[src/rtl/neg_2s_serial_pkg.sv]
// Shared encodings for the digit-serial sign unit: FSM states, mode codes and
// the rule deciding whether an operand is negated.
package neg_2s_serial_pkg;

    typedef enum logic [1:0] {
        ST_IDLE = 2'd0,
        ST_RUN  = 2'd1,
        ST_DONE = 2'd2
    } state_e;

    typedef enum logic [1:0] {
        MODE_PASS = 2'b00,
        MODE_NEG  = 2'b01,
        MODE_ABS  = 2'b10,
        MODE_NABS = 2'b11
    } mode_e;

    // ABS negates negative operands, NABS negates non-negative ones (zero included).
    function automatic logic needs_negate(input logic [1:0] mode, input logic sign);
        logic neg;
        neg = 1'b0;
        unique case (mode)
            MODE_PASS: neg = 1'b0;
            MODE_NEG:  neg = 1'b1;
            MODE_ABS:  neg = sign;
            MODE_NABS: neg = ~sign;
            default:   neg = 1'b0;
        endcase
        return neg;
    endfunction

endpackage

[src/rtl/neg_2s_serial_digit.sv]
// One digit slice of the serial negator: conditional invert followed by a
// half-adder ripple that adds the incoming carry.
module neg_digit #(
    parameter int DIGIT = 4
) (
    input  logic [DIGIT-1:0] d,
    input  logic             inv,
    input  logic             cin,
    output logic [DIGIT-1:0] sum,
    output logic             cout
);

    logic [DIGIT-1:0] x;
    logic [DIGIT:0]   c;

    always_comb begin
        x    = d ^ {DIGIT{inv}};
        sum  = '0;
        c    = '0;
        c[0] = cin;
        for (int i = 0; i < DIGIT; i++) begin
            sum[i]   = x[i] ^ c[i];
            c[i+1]   = x[i] & c[i];
        end
        cout = c[DIGIT];
    end

endmodule

[src/rtl/neg_2s_serial.sv]
// Digit-serial two's-complement sign unit (PASS/NEG/ABS/NABS), LSB-first with a
// registered carry between digits and valid/ready handshakes on both sides.
module neg_2s_serial
    import neg_2s_serial_pkg::*;
#(
    parameter int WIDTH = 16,
    parameter int DIGIT = 4
) (
    input  logic             clk,
    input  logic             rst_n,
    input  logic             in_valid,
    output logic             in_ready,
    input  logic [WIDTH-1:0] in_data,
    input  logic [1:0]       mode,
    output logic             out_valid,
    input  logic             out_ready,
    output logic [WIDTH-1:0] out_data,
    output logic             out_ovf,
    output logic             out_zero
);

    // Handshake: a transfer happens on a rising edge where valid and ready are
    // both high; valid never depends on ready and outputs hold until taken.

    localparam int NDIG = WIDTH / DIGIT;
    localparam int CW   = (NDIG > 1) ? $clog2(NDIG) : 1;
    localparam logic [CW-1:0]    CNT_LAST = CW'(NDIG - 1);
    localparam logic [WIDTH-1:0] MOST_NEG = {1'b1, {(WIDTH-1){1'b0}}};

    state_e            state_q, state_d;
    logic [CW-1:0]     cnt_q, cnt_d;
    logic [WIDTH-1:0]  sh_q, sh_d;
    logic              carry_q, carry_d;
    logic              neg_q, neg_d;
    logic              ovf_q, ovf_d;

    logic              accept_neg;
    logic [DIGIT-1:0]  dig_sum;
    logic              dig_cout;
    logic [WIDTH-1:0]  sh_shifted;

    neg_digit #(
        .DIGIT (DIGIT)
    ) u_digit (
        .d    (sh_q[DIGIT-1:0]),
        .inv  (neg_q),
        .cin  (carry_q),
        .sum  (dig_sum),
        .cout (dig_cout)
    );

    // Result digits enter at the top so the word is fully realigned after NDIG shifts.
    generate
        if (DIGIT == WIDTH) begin : g_single
            assign sh_shifted = dig_sum;
        end else begin : g_multi
            assign sh_shifted = {dig_sum, sh_q[WIDTH-1:DIGIT]};
        end
    endgenerate

    always_comb begin
        state_d    = state_q;
        cnt_d      = cnt_q;
        sh_d       = sh_q;
        carry_d    = carry_q;
        neg_d      = neg_q;
        ovf_d      = ovf_q;
        accept_neg = 1'b0;
        in_ready   = 1'b0;
        out_valid  = 1'b0;
        out_data   = '0;
        out_ovf    = 1'b0;
        out_zero   = 1'b0;

        unique case (state_q)
            ST_IDLE: begin
                in_ready = 1'b1;
                if (in_valid) begin
                    accept_neg = needs_negate(mode, in_data[WIDTH-1]);
                    sh_d       = in_data;
                    carry_d    = accept_neg;
                    neg_d      = accept_neg;
                    // Only the most-negative value wraps back onto itself when negated.
                    ovf_d      = accept_neg & (in_data == MOST_NEG);
                    cnt_d      = '0;
                    state_d    = ST_RUN;
                end
            end
            ST_RUN: begin
                sh_d    = sh_shifted;
                carry_d = dig_cout;
                cnt_d   = cnt_q + 1'b1;
                if (cnt_q == CNT_LAST) begin
                    state_d = ST_DONE;
                end
            end
            ST_DONE: begin
                out_valid = 1'b1;
                out_data  = sh_q;
                out_ovf   = ovf_q;
                out_zero  = (sh_q == '0);
                if (out_ready) begin
                    state_d = ST_IDLE;
                end
            end
            default: begin
                state_d = ST_IDLE;
            end
        endcase
    end

    always_ff @(posedge clk or negedge rst_n) begin
        if (!rst_n) begin
            state_q <= ST_IDLE;
            cnt_q   <= '0;
            sh_q    <= '0;
            carry_q <= 1'b0;
            neg_q   <= 1'b0;
            ovf_q   <= 1'b0;
        end else begin
            state_q <= state_d;
            cnt_q   <= cnt_d;
            sh_q    <= sh_d;
            carry_q <= carry_d;
            neg_q   <= neg_d;
            ovf_q   <= ovf_d;
        end
    end

endmodule

[config.mk]
export PLATFORM = sky130hd
export DESIGN_NAME = neg_2s_serial
export DESIGN_NICKNAME = d
export VERILOG_FILES = /design/src/rtl/neg_2s_serial_pkg.sv /design/src/rtl/neg_2s_serial_digit.sv /design/src/rtl/neg_2s_serial.sv
export SDC_FILE = /design/constraint.sdc
export NUM_CORES = 1
export LEC_CHECK = 0
export ABC_AREA = 1
export BUFFER_PORTS_ARGS = -buffer_cell sky130_fd_sc_hd__buf_2
export CORE_MARGIN = 1
export CORE_UTILIZATION = 55
export DETAILED_ROUTE_END_ITERATION = 12
export GPL_TIMING_DRIVEN = 1
export PLACE_DENSITY = 0.87
export SLEW_MARGIN = 40
export SYNTH_ARGS = -nofsm -noshare
export SYNTH_HDL_FRONTEND = slang
export SYNTH_SLANG_ARGS = --single-unit
[constraint.sdc]
create_clock -name clk -period 4.7 [get_ports clk]
set_input_delay 0.705 -clock clk [delete_from_list [all_inputs] [get_ports clk]]
set_output_delay 0.705 -clock clk [all_outputs]
set_load 0.005 [all_outputs]
==> results.ini, run 1 <==
[sta]
fin_crit_sh_pct=53.33
rsz0062_at_grt=no
final_max_slew_viol_count=0
setup_violations=0
fin_hold_ws_ns=0.3449
setup-tns-final_ns=0
maxSlewHeadroom_pct=54.11
min_period_ns=2.507
hold_violations=0
worst_pin_slew_ns=0.6868
max_freq_mhz=398.9
fin_skew_ns=0.002767

[clocking]
cts_max_level=1
cts_setup_buffers=0
cts_buffer_depth=2
cts_tree=built
clock_latency_ns=0.31
path_clk_slew_ns=0.12
cts_made_buffers=3
holdBufCountCts=0
clock-sinks=23
cts_root_buf=clkbuf_4
cts_resized=0

[synthesis]
synth_compound_area_share_pct=16.10
synth-simple-area-share_pct=26.86
synth_top_family_by_area=simple AND/OR/NAND/NOR gates
ys_seq_elements=23
yosys.area.top_type=dfrtp_1
syn_area_per_cell_um2=7.771
synth_adder_area_share_pct=4.237
synthXorXnorAreaFrac_pct=2.373
synthCells=190
synthMuxAreaShare_pct=0
synth.distinct_cells=22
syn_area_mm2=0.001476
synth_area_leaders=dfrtp_1 39%, nand2_1 13%, nor2_1 7.9%
synth_top_area_share_pct=38.98
yosysSeqAreaShare_pct=38.98
synth_warnings=0
syn_nets=217

[setup_path]
crit_path_end_kind=output port
crit_path_max_incr_delay_ns=0.46
slowest_stage=dfrtp_1
crit_type=reg2out
critPathTopFamily=simple AND/OR/NAND/NOR gates
cp-startpoint=state_q[0]$_DFFE_PN0P_
path_buf_inv=2
startpoint_type=flip-flop
cp_max_fo=20
timing.rr.start=neg_q$_DFFE_PN0P_
required_ns=3.99
critPathArrivalTime_ns=1.80
crit_chain=inv_1, nand2_1, nor3_1, nand3_1, nor2_1, buf_2

[final_layout]
final_nets=255
diodes=0
multi_input_area_um2=732.0
layout-drive-gt1-share_pct=29.96
fillCellCount=237
syn_to_final_growth_pct=13.14
seq_area_um2=575.6

[global_routing]
grt_max_degree=31
antenna_found_initial=0
grt_use_total_pct=24.33
grt_pass1_wl_mm=4.988
grt_pass1_vias=1175
overflow=0

[drt]
viasPerCell=5.062
drt-initial-drc-count=27
route.detailed.drc=0
wl_per_cell_um=11.66
first_pass_iters=4
vias=1301
ant_nets=0
drt_wl_total_mm=2.997

[floorplan]
ioPinCount=42
design.core.area_mm2=0.002500
rows=18
dieHeight_um=53.81
dieArea_mm2=0.002896
initial_core_util_pct=59.06
die_w_um=53.81

[placement]
routabilityCongestion=0.8320
hpwl_mm=2.303
port_buffers=41

[power]
ir_drop_v=0.0005198
power_leakage_nw=0.9273
p_total_w=0.001077
pwr_density_cell_mw_per_mm2=644.6

[status]
outcome=finished clean

[hold_path]
hold_class=in2async

[job]
drv_cap=0

==> cells in the final DEF (no fill, tap or decap), drive strengths merged <==
cell | netlist | final
clkbuf | 1 | 4
o21bai | 1 | 1
nand3 | 4 | 4
a21oi | 1 | 1
ha | 5 | 5
nand2 | 53 | 53
nand4 | 2 | 2
o211ai | 4 | 4
inv | 25 | 25
buf | 7 | 41
nor2 | 32 | 32
dfrtp | 23 | 23
o21ai | 26 | 26
nor3 | 2 | 2
xor2 | 4 | 4
==> Yosys cell counts, drive strengths merged <==
| master | number |
|---|---|
| nand4 | 2 |
| nand3 | 4 |
| clkbuf | 1 |
| nand2 | 53 |
| o211ai | 4 |
| a21oi | 1 |
| inv | 25 |
| nor2 | 32 |
| ha | 5 |
| nor3 | 2 |
| o21ai | 26 |
| dfrtp | 23 |
| xor2 | 4 |
| buf | 7 |
| o21bai | 1 |
==> worst paths after layout <==
path,end,slack (ns),cells past startpoint
min,sh_q[10]$_DFFE_PN0P_,0.34,1
max in group asynchronous,sh_q[0]$_DFFE_PN0P_,4.01,1
max,out_zero,2.19,6
max reg2reg,sh_q[15]$_DFFE_PN0P_,2.97,7
min in group clk,cnt_q[0]$_DFFE_PN0P_,0.49,1
min reg2reg,cnt_q[0]$_DFFE_PN0P_,0.49,1
==> stage by stage <==
stage                     instances  instance area [um2]  setup WS, ns  util, %
after floorplan                 190                 1476         2.986        -
after global placement          253                 1644         2.589    65.77
after detailed placement        253                 1644         2.536    65.77
after CTS                       257                 1670         2.181    66.82
after global routing            257                 1670         1.989    66.82
final                           257                 1670         2.193    66.82
==> cell type report <==
cell class	count	area share (%)
Tap cell	30	2.247
Timing Repair Buffer	41	12.28
Inverter	25	5.618
Clock buffer	4	1.573
Multi-Input combinational cell	134	43.82
Sequential cell	23	34.46
==> registers in the layout, summed over array words and instances, names as in the netlist <==
| register | flops |
|---|---|
| state_q | 2 |
| ovf_q | 1 |
| neg_q | 1 |
| carry_q | 1 |
| cnt_q | 2 |
| sh_q | 16 |
==> metal layers <==
layer | GRT usage (%) | wire, um
met4 | 9.211 | 29
met2 | 40.53 | 1387
met5 | 0 | 0
met1 | 31.15 | 1415
met3 | 4.237 | 164
==> cell families (layout without fill, tap and decap cells) <==
group | after synthesis | in the layout
AND/OR/NAND/NOR | 93 | 93
buffers and inverters | 33 | 70
AO/OA/AOI/OAI | 32 | 32
flip-flops | 23 | 23
adder cells (fa/ha/maj) | 5 | 5
XOR/XNOR | 4 | 4
==> power breakdown <==
part           switching (W)  leakage [nW]  internal (W)
combinational       0.000411         0.626      0.000222
sequential         0.0000589         0.286      0.000295
clock              0.0000571        0.0150     0.0000331
total               0.000527         0.927      0.000550
==> worst reg2reg max path, stage by stage (launching register included) <==
cell	delay, ns
dfrtp_1	0.47
xor2_1	0.19
ha_1	0.19
ha_1	0.18
ha_1	0.18
ha_1	0.26
nand2_1	0.08
o211ai_2	0.07
Note: power is estimated with default switching activity, not from simulation.
==> run 2: changes to the inputs <==
- CORE_UTILIZATION: 55 -> 46
- PLACE_DENSITY: 0.87 -> 0.78
- clock period: 4.7 -> 2.2 ns (I/O delays scaled with it)
==> run 2 against run 1 <==
- core utilization shrank 11 points
- largest power group unchanged
- flip-flop and latch count is the same
- die area grew 19%
- sequential share of layout area shrank 0.73 points
- final cell count grew 6.2%
- hold slack lost 0.15 ns
- clock skew grew 0.0050 ns
- wire length grew 2.5%
- combinational power grew 120%
- critical path depth is the same
- sequential power grew 110%
- global-route usage shrank 4.3 points
==> results.ini, run 2 (synthesized netlist as in run 1, its figures left out) <==
[drt]
drt-initial-drc-count=70  ; was 27
viasPerCell=4.799  ; was 5.062
route.detailed.drc=0  ; unchanged
drt_wl_total_mm=3.072  ; was 2.997 mm
ant_nets=0  ; unchanged
vias=1310  ; was 1301
first_pass_iters=5  ; was 4
wl_per_cell_um=11.25  ; was 11.66 um

[clocking]
clock-sinks=23  ; unchanged
cts_buffer_depth=2  ; unchanged
cts_made_buffers=3  ; unchanged
cts_setup_buffers=0  ; unchanged
path_clk_slew_ns=0.12  ; about the same
cts_tree=built  ; unchanged
cts_max_level=1  ; unchanged
clock_latency_ns=0.32  ; was 0.31 ns
cts_root_buf=clkbuf_4  ; unchanged

[final_layout]
final_common_cell=nand2_1  ; unchanged
final_cell_mix=50 x nand2_1, 41 x buf_2, 31 x nor2_1  ; unchanged
largestRegisters=sh_q: 16 flops, cnt_q: 2 flops, state_q: 2 flops  ; unchanged
final_nets=257  ; was 255
fillCellCount=304  ; was 237
largest_register_ffs=16  ; unchanged
diodes=0  ; unchanged
syn_to_final_growth_pct=15.59  ; was 13.14%
postLayoutCellArea_mm2=0.001707  ; was 0.001670 mm2
utilization_pct=55.90  ; was 66.82%
layout-drive-gt1-share_pct=30.57  ; was 29.96%
largest-register=sh_q  ; unchanged

[job]
drv_cap=0  ; unchanged

[setup_path]
crit_path_end_kind=output port  ; unchanged
reg2regPathDepth=7  ; unchanged
critPathArrivalTime_ns=1.51  ; was 1.80 ns
ff2ff_setup_slack_ns=0.45  ; was 2.97 ns
required_ns=1.87  ; was 3.99 ns
crit_type=reg2out  ; unchanged
startpoint_type=flip-flop  ; unchanged
cp_max_fo=5  ; was 20

[placement]
hpwl_mm=2.338  ; was 2.303 mm
routabilityCongestion=0.7961  ; was 0.8320
port_buffers=41  ; unchanged
pre_cts_slack_ns=0.4840  ; was 2.536 ns
dpl_cell_area_mm2=0.001669  ; was 0.001644 mm2

[power]
pwr_density_cell_mw_per_mm2=1363  ; was 644.6 mW/mm2
power_leakage_nw=0.9384  ; was 0.9273 nW
ir_drop_v=0.0005383  ; was 0.0005198 V

[sta]
min_period_ns=1.837
max_freq_mhz=544.5
setup_violations=0  ; unchanged
final_max_slew_viol_count=0  ; unchanged
worst_slack_ns=0.3634  ; was 2.193 ns
worst_pin_slew_ns=0.5140  ; was 0.6868 ns
fin_crit_sh_pct=83.48
fin_skew_ns=0.007766  ; was 0.002767 ns
rsz0062_at_grt=no  ; unchanged
maxSlewHeadroom_pct=65.73  ; was 54.11%
hold_violations=0  ; unchanged
setup-tns-final_ns=0  ; unchanged

[hold_path]
hold_class=in2reg  ; was in2async
hold_depth=2

[status]
outcome=finished clean  ; unchanged

[floorplan]
dieHeight_um=58.66  ; was 53.81 um
die_w_um=58.66  ; was 53.81 um
design.core.area_mm2=0.003053  ; was 0.002500 mm2
rows=20  ; was 18
ioPinCount=42  ; unchanged
initial_core_util_pct=48.36  ; was 59.06%
dieArea_mm2=0.003440  ; was 0.002896 mm2

[global_routing]
antenna_found_initial=0  ; unchanged
overflow=0  ; unchanged
grt_pass1_wl_mm=5.112  ; was 4.988 mm
grt_use_total_pct=20.00  ; was 24.33%
grt_pass1_vias=1153  ; was 1175
grt_max_degree=31  ; unchanged

run 2: worst paths after layout:
path,from,end
max in group asynchronous,rst_n,ovf_q$_DFFE_PN0P_
min in group asynchronous,rst_n,carry_q$_DFFE_PN0P_
min,out_ready,state_q[1]$_DFFE_PN0P_
max reg2reg,neg_q$_DFFE_PN0P_,sh_q[15]$_DFFE_PN0P_
min reg2reg,cnt_q[0]$_DFFE_PN0P_,cnt_q[0]$_DFFE_PN0P_
max,state_q[0]$_DFFE_PN0P_,out_zero
run 2: cell type report:
type                    instances  area [um2]  share of cell area [%]
inverters                      25       93.84                   5.499
clock inverters                 1       5.005                  0.2933
multi-input cells             134       732.0                   42.89
flip-flops and latches         23       575.6                   33.72
well taps                      44       55.05                   3.226
clock buffers                   3       22.52                   1.320
repair buffers                 43       222.7                   13.05
run 2: routing by layer:
| layer | global-route usage (%) | vias up | part of all wire (%) |
|---|---|---|---|
| li1 | - | 672 | - |
| met1 | 26.99 | 592 | 49 |
| met5 | 0 | - | 0 |
| met2 | 33.00 | 42 | 46 |
| met3 | 2.198 | 4 | 4.4 |
| met4 | 8.163 | 0 | 0.85 |
run 2: report_power, final:
| group | switching (W) | internal (W) |
|---|---|---|
| combinational | 0.000898 | 0.000483 |
| sequential | 0.000116 | 0.000629 |
| clock | 0.000131 | 0.0000680 |
run 2: timing repair:
item,4_1_cts,5_1_grt
hold endpoints to repair,23,0
hold buffers,1,0
gates resized for setup,0,0
run 2: stage by stage:
| step | power, W | hold slack (ns) | instances |
|---|---|---|---|
| global route | 0.002562 | 0.2007 | 273 |
| finish | 0.002326 | 0.1932 | 273 |
| global placement | 0.002101 | 0.3268 | 268 |
| CTS | 0.002345 | 0.1897 | 273 |
| floorplan | 0.001958 | 0.03441 | 190 |
| detailed placement | 0.002143 | 0.3345 | 268 |
run 2: worst max-delay path, cell delays in order, from the launching register on:
cell and delay, ns:
dfrtp_1 0.46, inv_1 0.07, nand2_1 0.16, nor3_1 0.18, nand3_1 0.09, nor2_1 0.12, buf_2 0.12
